==> config.mk <==
export PLATFORM = sky130hd
export DESIGN_NAME = wb_regfile_stage_flat
export DESIGN_NICKNAME = d
export VERILOG_FILES = /design/src/rtl/wb_regfile_stage_if.sv /design/src/rtl/wb_regfile_stage.sv /design/src/flat_wrapper.sv
export SDC_FILE = /design/constraint.sdc
export NUM_CORES = 2
export LEC_CHECK = 0
export ABC_AREA = 1
export CAP_MARGIN = 20
export CORE_ASPECT_RATIO = 1.25
export CORE_MARGIN = 5
export CORE_UTILIZATION = 40
export CTS_CLUSTER_DIAMETER = 200
export DETAILED_ROUTE_END_ITERATION = 16
export DONT_BUFFER_PORTS = 1
export PLACE_DENSITY_LB_ADDON = 0.08
export RECOVER_POWER = 50
export SLEW_MARGIN = 15
export SYNTH_ARGS = -nofsm -noshare
export SYNTH_HDL_FRONTEND = slang
export SYNTH_SLANG_ARGS = --single-unit
==> constraint.sdc <==
create_clock -name clk -period 39.1 [get_ports clk]
set_clock_uncertainty 0.2 [all_clocks]
set_input_delay 7.82 -clock clk [delete_from_list [all_inputs] [get_ports clk]]
set_output_delay 7.82 -clock clk [all_outputs]
set_load 0.05 [all_outputs]
==> src/rtl/wb_regfile_stage_if.sv <==
// Bus bundle for wb_regfile_stage: EX_WB input register, operand read port,
// issue/hazard signals and commit/retire outputs.
interface wb_regfile_stage_if #(
   parameter int XLEN  = 32,
   parameter int NREGS = 32
);
   localparam int AW = $clog2(NREGS);

   typedef struct packed {
      logic [XLEN-1:0] alu_result;
      logic            alu_result_ready;
      logic [AW-1:0]   reg_wr_addr;
      logic            reg_wr_en;
   } ex_wb_t;

   ex_wb_t          ex_wb_reg;
   logic [AW-1:0]   rs1_addr;
   logic [AW-1:0]   rs2_addr;
   logic            rd_en;
   logic [XLEN-1:0] rs1_data;
   logic [XLEN-1:0] rs2_data;
   logic            issue_valid;
   logic [AW-1:0]   issue_rd;
   logic            rs1_busy;
   logic            rs2_busy;
   logic            commit_valid;
   logic [AW-1:0]   commit_addr;
   logic [XLEN-1:0] commit_data;
   logic [31:0]     retired_count;

   modport master (
      output ex_wb_reg, rs1_addr, rs2_addr, rd_en, issue_valid, issue_rd,
      input  rs1_data, rs2_data, rs1_busy, rs2_busy,
             commit_valid, commit_addr, commit_data, retired_count
   );

   modport slave (
      input  ex_wb_reg, rs1_addr, rs2_addr, rd_en, issue_valid, issue_rd,
      output rs1_data, rs2_data, rs1_busy, rs2_busy,
             commit_valid, commit_addr, commit_data, retired_count
   );
endinterface

==> src/rtl/wb_regfile_stage.sv <==
// Writeback stage + register file with write bypass and RAW scoreboard.
// Optional retire counter enabled by defining WB_RETIRE_COUNTER_EN.
module wb_regfile_stage #(
   parameter int XLEN  = 32,
   parameter int NREGS = 32
) (
   input logic               clk,
   input logic               reset,
   wb_regfile_stage_if.slave bus
);
   localparam int AW = $clog2(NREGS);

   logic            we;
   logic [AW-1:0]   wr_addr;
   logic [XLEN-1:0] wr_data;

   logic [XLEN-1:0] regs_q [NREGS];
   logic [XLEN-1:0] regs_d [NREGS];
   logic [NREGS-1:0] busy_q, busy_d;
   logic            commit_valid_q, commit_valid_d;
   logic [AW-1:0]   commit_addr_q, commit_addr_d;
   logic [XLEN-1:0] commit_data_q, commit_data_d;

   assign wr_addr = bus.ex_wb_reg.reg_wr_addr;
   assign wr_data = bus.ex_wb_reg.alu_result;

   always_comb begin
      we = bus.ex_wb_reg.alu_result_ready & bus.ex_wb_reg.reg_wr_en & (wr_addr != '0);

      regs_d = regs_q;
      if (we)
         regs_d[wr_addr] = wr_data;
      regs_d[0] = '0;

      // Clear first, then set, so a same-address issue keeps the bit busy
      busy_d = busy_q;
      if (we)
         busy_d[wr_addr] = 1'b0;
      if (bus.issue_valid && (bus.issue_rd != '0))
         busy_d[bus.issue_rd] = 1'b1;
      busy_d[0] = 1'b0;

      commit_valid_d = we;
      commit_addr_d  = commit_addr_q;
      commit_data_d  = commit_data_q;
      if (we) begin
         commit_addr_d = wr_addr;
         commit_data_d = wr_data;
      end
   end

   always_ff @(posedge clk or posedge reset) begin
      if (reset) begin
         regs_q         <= '{default: '0};
         busy_q         <= '0;
         commit_valid_q <= 1'b0;
         commit_addr_q  <= '0;
         commit_data_q  <= '0;
      end else begin
         regs_q         <= regs_d;
         busy_q         <= busy_d;
         commit_valid_q <= commit_valid_d;
         commit_addr_q  <= commit_addr_d;
         commit_data_q  <= commit_data_d;
      end
   end

   assign bus.commit_valid = commit_valid_q;
   assign bus.commit_addr  = commit_addr_q;
   assign bus.commit_data  = commit_data_q;

   // Two identical read ports: port 0 feeds operand A, port 1 operand B
   genvar gi;
   generate
      for (gi = 0; gi < 2; gi++) begin : g_port
         logic [AW-1:0]   addr;
         logic [XLEN-1:0] data_q, data_d;
         logic            hit;

         assign addr = (gi == 0) ? bus.rs1_addr : bus.rs2_addr;
         assign hit  = we && (wr_addr == addr);

         always_comb begin
            data_d = data_q;
            if (bus.rd_en) begin
               if (addr == '0)
                  data_d = '0;
               else if (hit)
                  data_d = wr_data;
               else
                  data_d = regs_q[addr];
            end
         end

         always_ff @(posedge clk or posedge reset) begin
            if (reset)
               data_q <= '0;
            else
               data_q <= data_d;
         end

         if (gi == 0) begin : g_a
            assign bus.rs1_data = data_q;
            assign bus.rs1_busy = busy_q[addr] & ~hit;
         end else begin : g_b
            assign bus.rs2_data = data_q;
            assign bus.rs2_busy = busy_q[addr] & ~hit;
         end
      end
   endgenerate

`ifdef WB_RETIRE_COUNTER_EN
   logic [31:0] retired_q, retired_d;

   always_comb begin
      retired_d = retired_q;
      if (bus.ex_wb_reg.alu_result_ready)
         retired_d = retired_q + 32'd1;
   end

   always_ff @(posedge clk or posedge reset) begin
      if (reset)
         retired_q <= '0;
      else
         retired_q <= retired_d;
   end

   assign bus.retired_count = retired_q;
`else
   assign bus.retired_count = '0;
`endif
endmodule

==> src/flat_wrapper.sv <==
// flat-port wrapper written by rule: the top's interface ports become plain ports
module wb_regfile_stage_flat 
#(
   parameter int XLEN  = 32,
   parameter int NREGS = 32
)
  (clk, reset, bus_ex_wb_reg, bus_rs1_addr, bus_rs2_addr, bus_rd_en, bus_issue_valid, bus_issue_rd, bus_rs1_data, bus_rs2_data, bus_rs1_busy, bus_rs2_busy, bus_commit_valid, bus_commit_addr, bus_commit_data, bus_retired_count);
  wb_regfile_stage_if #(.XLEN(XLEN), .NREGS(NREGS)) bus_i ();
  input logic clk;
  input logic reset;
  input wire logic [$bits(bus_i.ex_wb_reg)-1:0] bus_ex_wb_reg;
  input wire logic [$bits(bus_i.rs1_addr)-1:0] bus_rs1_addr;
  input wire logic [$bits(bus_i.rs2_addr)-1:0] bus_rs2_addr;
  input wire logic [$bits(bus_i.rd_en)-1:0] bus_rd_en;
  input wire logic [$bits(bus_i.issue_valid)-1:0] bus_issue_valid;
  input wire logic [$bits(bus_i.issue_rd)-1:0] bus_issue_rd;
  output wire logic [$bits(bus_i.rs1_data)-1:0] bus_rs1_data;
  output wire logic [$bits(bus_i.rs2_data)-1:0] bus_rs2_data;
  output wire logic [$bits(bus_i.rs1_busy)-1:0] bus_rs1_busy;
  output wire logic [$bits(bus_i.rs2_busy)-1:0] bus_rs2_busy;
  output wire logic [$bits(bus_i.commit_valid)-1:0] bus_commit_valid;
  output wire logic [$bits(bus_i.commit_addr)-1:0] bus_commit_addr;
  output wire logic [$bits(bus_i.commit_data)-1:0] bus_commit_data;
  output wire logic [$bits(bus_i.retired_count)-1:0] bus_retired_count;
  assign bus_i.ex_wb_reg = bus_ex_wb_reg;
  assign bus_i.rs1_addr = bus_rs1_addr;
  assign bus_i.rs2_addr = bus_rs2_addr;
  assign bus_i.rd_en = bus_rd_en;
  assign bus_i.issue_valid = bus_issue_valid;
  assign bus_i.issue_rd = bus_issue_rd;
  assign bus_rs1_data = bus_i.rs1_data;
  assign bus_rs2_data = bus_i.rs2_data;
  assign bus_rs1_busy = bus_i.rs1_busy;
  assign bus_rs2_busy = bus_i.rs2_busy;
  assign bus_commit_valid = bus_i.commit_valid;
  assign bus_commit_addr = bus_i.commit_addr;
  assign bus_commit_data = bus_i.commit_data;
  assign bus_retired_count = bus_i.retired_count;
  wb_regfile_stage #(.XLEN(XLEN), .NREGS(NREGS)) u_core (.clk(clk), .reset(reset), .bus(bus_i));
endmodule
==> results.md <==
* Post-Synthesis Cells at a little over 9,000
* Rows at around 160
* Layout cells sized above 1 at 3.61%
* Design area at slightly below 70,000 um2
* Post-route ant nets at 0
* Failing checks: capacitance limit, slew limit
* Synthesis-stage register bit count at around 1,100
* Reg2Reg Setup Slack at around 37 ns
* CP arrival at between 10 and 15 ns
* Hold EP: u_core.regs_q[619]
* Ys async rst share at 100%
* Hold Path Depth at 2
* Post-synthesis sequential area ratio at 44.6%
* Final setup fails at 0
* Crit Path Category: input pin to output port
* Detailed-router iteration count before antenna repair at 9
* Top_reg_cell synth: dfrtp_1
* RSZ-0062 raised after global routing: no
* EDFF count, synth at 0
* Global route overflow at 0
* Max clock buf depth at 3
* Chip width at 365 um
* I/O pin total at approximately 190
* MaxCap Viol Count at 46
* Clock Tree Root: clkbuf_16
* Vias in the first global route at roughly 60,000
* First-pass GRT wire length at between 400,000 and 500,000 um
* Initial Util at between 40% and 50%
* # hold bufs at CTS at 0
* Peak VDD IR at between 0.02 and 0.03 mV
* Reg-to-reg startpoint: u_core.regs_q[696]
* Achievable Freq at between 40 and 50 MHz
* Routed wire length at between 200,000 and 300,000 um
* H-tree depth at 4
* IO buf count at 0
* CTS tree: done
* Hold path start: u_core.regs_q[619]
* NumNets Final at roughly 8,800
* Total negative slack at 0 ns
* Placed cell areas at between 60,000 and 70,000 um2
* Netlist Area Pre-Place at around 63,000 um2
* Warnings from Yosys at 0
* Residual DRC at 0
* Initial antenna violation count at 7
* Avg Inst Size Synth at between 6 and 7 um2
* Clock sinks at between 1,000 and 1,500
* Worst Setup End Kind: output port
* WP data required at approximately 31 ns
* Final Max Slew Viols at between 2,000 and 2,500
* P_leak at between 30 and 40 nW
* Reg-to-Reg End: u_core.bus.rs1_data[24]
* Initial DRC Count at around 8,300
* Via/cell ratio at approximately 5.8
* Fillers at between 15,000 and 20,000
* Distinct cells, synth at 28
* CP startpoint kind: input pin
* Post-layout min period at between 20 and 25 ns
* Area growth, synth to finish at 6.76%
* HPWL after DPL at around 150,000 um
* Via Count at 63,300
* HP Class: flip-flop to flip-flop
* CTS clk-pin slew, worst paths at 0.06 ns
* CP max FO at 75
* Cells resized by post-CTS repair at 0
* Die Ht at 454 um
* Insertion delay to the later sink of the worst-skew pair at 0.82 ns
* Hold Fails Final Rpt at 0
* Tot GR Track Use at 34.2%
* R2R cell count at 10
* Die area at between 150,000 and 200,000 um2
* Cell area power density at 50.2 nW/um2
* CTS buffer count at 132
* Pin count of the biggest net entering global routing at roughly 490
* Avg WL per Cell at 26.6 um
* Worst-Margin Slew at 9.14 ns
* Core area at 157,000 um2
* Placer Congestion at a little under 0.9
* Final worst-path cycle share at a little over half
* Outcome: finished, violations left
* Max-slew headroom at -510%
* Post-CTS Setup Inserts at 0
[cells in the mapped netlist, types with 8 or more instances]
library cell	instances	share of area [%]
nor3_1	31	0.25
o21ai_1	137	1.1
dfrtp_1	1125	45
o21ai_0	784	6.2
a21oi_1	434	3.4
buf_2	289	2.3
nor3_2	9	0.14
o211ai_1	8	0.095
buf_1	79	0.47
nor2_1	528	3.1
buf_4	67	0.80
nor2_4	10	0.18
nand2_1	3251	19
o22ai_1	8	0.079
nand3_1	1501	12
clkbuf_1	375	2.2
inv_2	19	0.11
inv_1	578	3.4
[final cells by class]
type,count,area [um2],share of cell area [%]
diodes,6,15.0,0.0223
clock buffers,206,4070,6.04
clock inverters,24,230,0.341
inverters,598,2300,3.41
multi-input cells,6754,29300,43.4
flip-flops and latches,1125,28200,41.8
well taps,2062,2580,3.83
repair buffers,107,822,1.22
[stage by stage]
stage,power (W),setup WS (ns),hold slack [ns],util [%],std cells
detailed placement,0.00212,20.38,0.272,40.2,10600
finish,0.00338,18.13,0.284,42.8,10900
global route,0.00354,17.29,0.305,42.8,10900
floorplan,0.00198,15.55,0.253,-,9287
global placement,0.00210,20.38,0.267,40.2,10600
CTS,0.00339,20.36,0.286,43.0,10900
[critical path: stages]
cell and delay (ns):
nor3_1 0.26, nand2_1 0.09, nand2_1 1.99, clkinvlp_2 0.63, clkbuf_1 1.06, nand2_2 0.36
nand2_1 0.08, nor2_1 0.30, buf_4 0.30
[metal layers]
layer  GRT usage, %  up-vias  wire length [um]
li1               -    28500                 -
met1           45.2    30500            116000
met2           52.8     3474            127000
met3           6.69      787             27700
met4           18.9        2             18200
met5              0        -                13
[logic make-up after synthesis]
logic type | share of synthesized area [%]
AOI/OAI and AO/OA | 11.0
other | 0.00594
and+or+nand+nor | 35.0
buffers and inverters | 9.34
DFF | 44.6
xor gates and xnor gates | 0.0832
[where the power goes]
part / switching [W] / internal (W)
Sequential: 0.000167 / 0.00136
Clock: 0.000534 / 0.000739
Combinational: 0.000391 / 0.000194
[worst max-delay path by stage]
stage | to | cells past startpoint | slack (ns) | start
2_1_floorplan | u_core.bus.commit_addr[0] | 1 | 15.55 | reset
3_3_place_gp | bus_rs1_busy | 8 | 20.38 | bus_ex_wb_reg[3]
3_5_place_dp | bus_rs1_busy | 8 | 20.38 | bus_ex_wb_reg[3]
4_1_cts | bus_rs1_busy | 8 | 20.36 | bus_ex_wb_reg[3]
5_1_grt | u_core.regs_q[581] | 5 | 17.29 | reset
6_report | bus_rs2_busy | 9 | 18.13 | bus_ex_wb_reg[3]
[flip-flops by register name, summed over array words and instances (netlist names)]
register                 flops
u_core.busy_q               31
u_core.bus.rs1_data         32
u_core.regs_q              992
u_core.bus.commit_addr       5
u_core.bus.commit_valid      1
u_core.bus.commit_data      32
u_core.bus.rs2_data         32
[cell usage in the layout (no fill, tap or decap), types with 5 or more instances in the layout]
| cell type | n |
|---|---|
| clkbuf_1 | 70 |
| clkbuf_16 | 141 |
| clkinvlp_2 | 6 |
| clkbuf_8 | 30 |
| nor2_4 | 11 |
| diode_2 | 6 |
| nand3_1 | 1501 |
| inv_1 | 575 |
| o22ai_1 | 8 |
| o21ai_1 | 103 |
| nor2_1 | 529 |
| buf_12 | 5 |
| dfrtp_1 | 1125 |
| inv_2 | 8 |
| nor3_1 | 37 |
| a21oi_1 | 434 |
| conb_1 | 32 |
| o21ai_0 | 818 |
| clkinv_2 | 19 |
| nand2_1 | 3244 |
| nand2_4 | 7 |
| buf_4 | 62 |
| o211ai_1 | 8 |
Note: power is estimated with default switching activity, not from simulation.
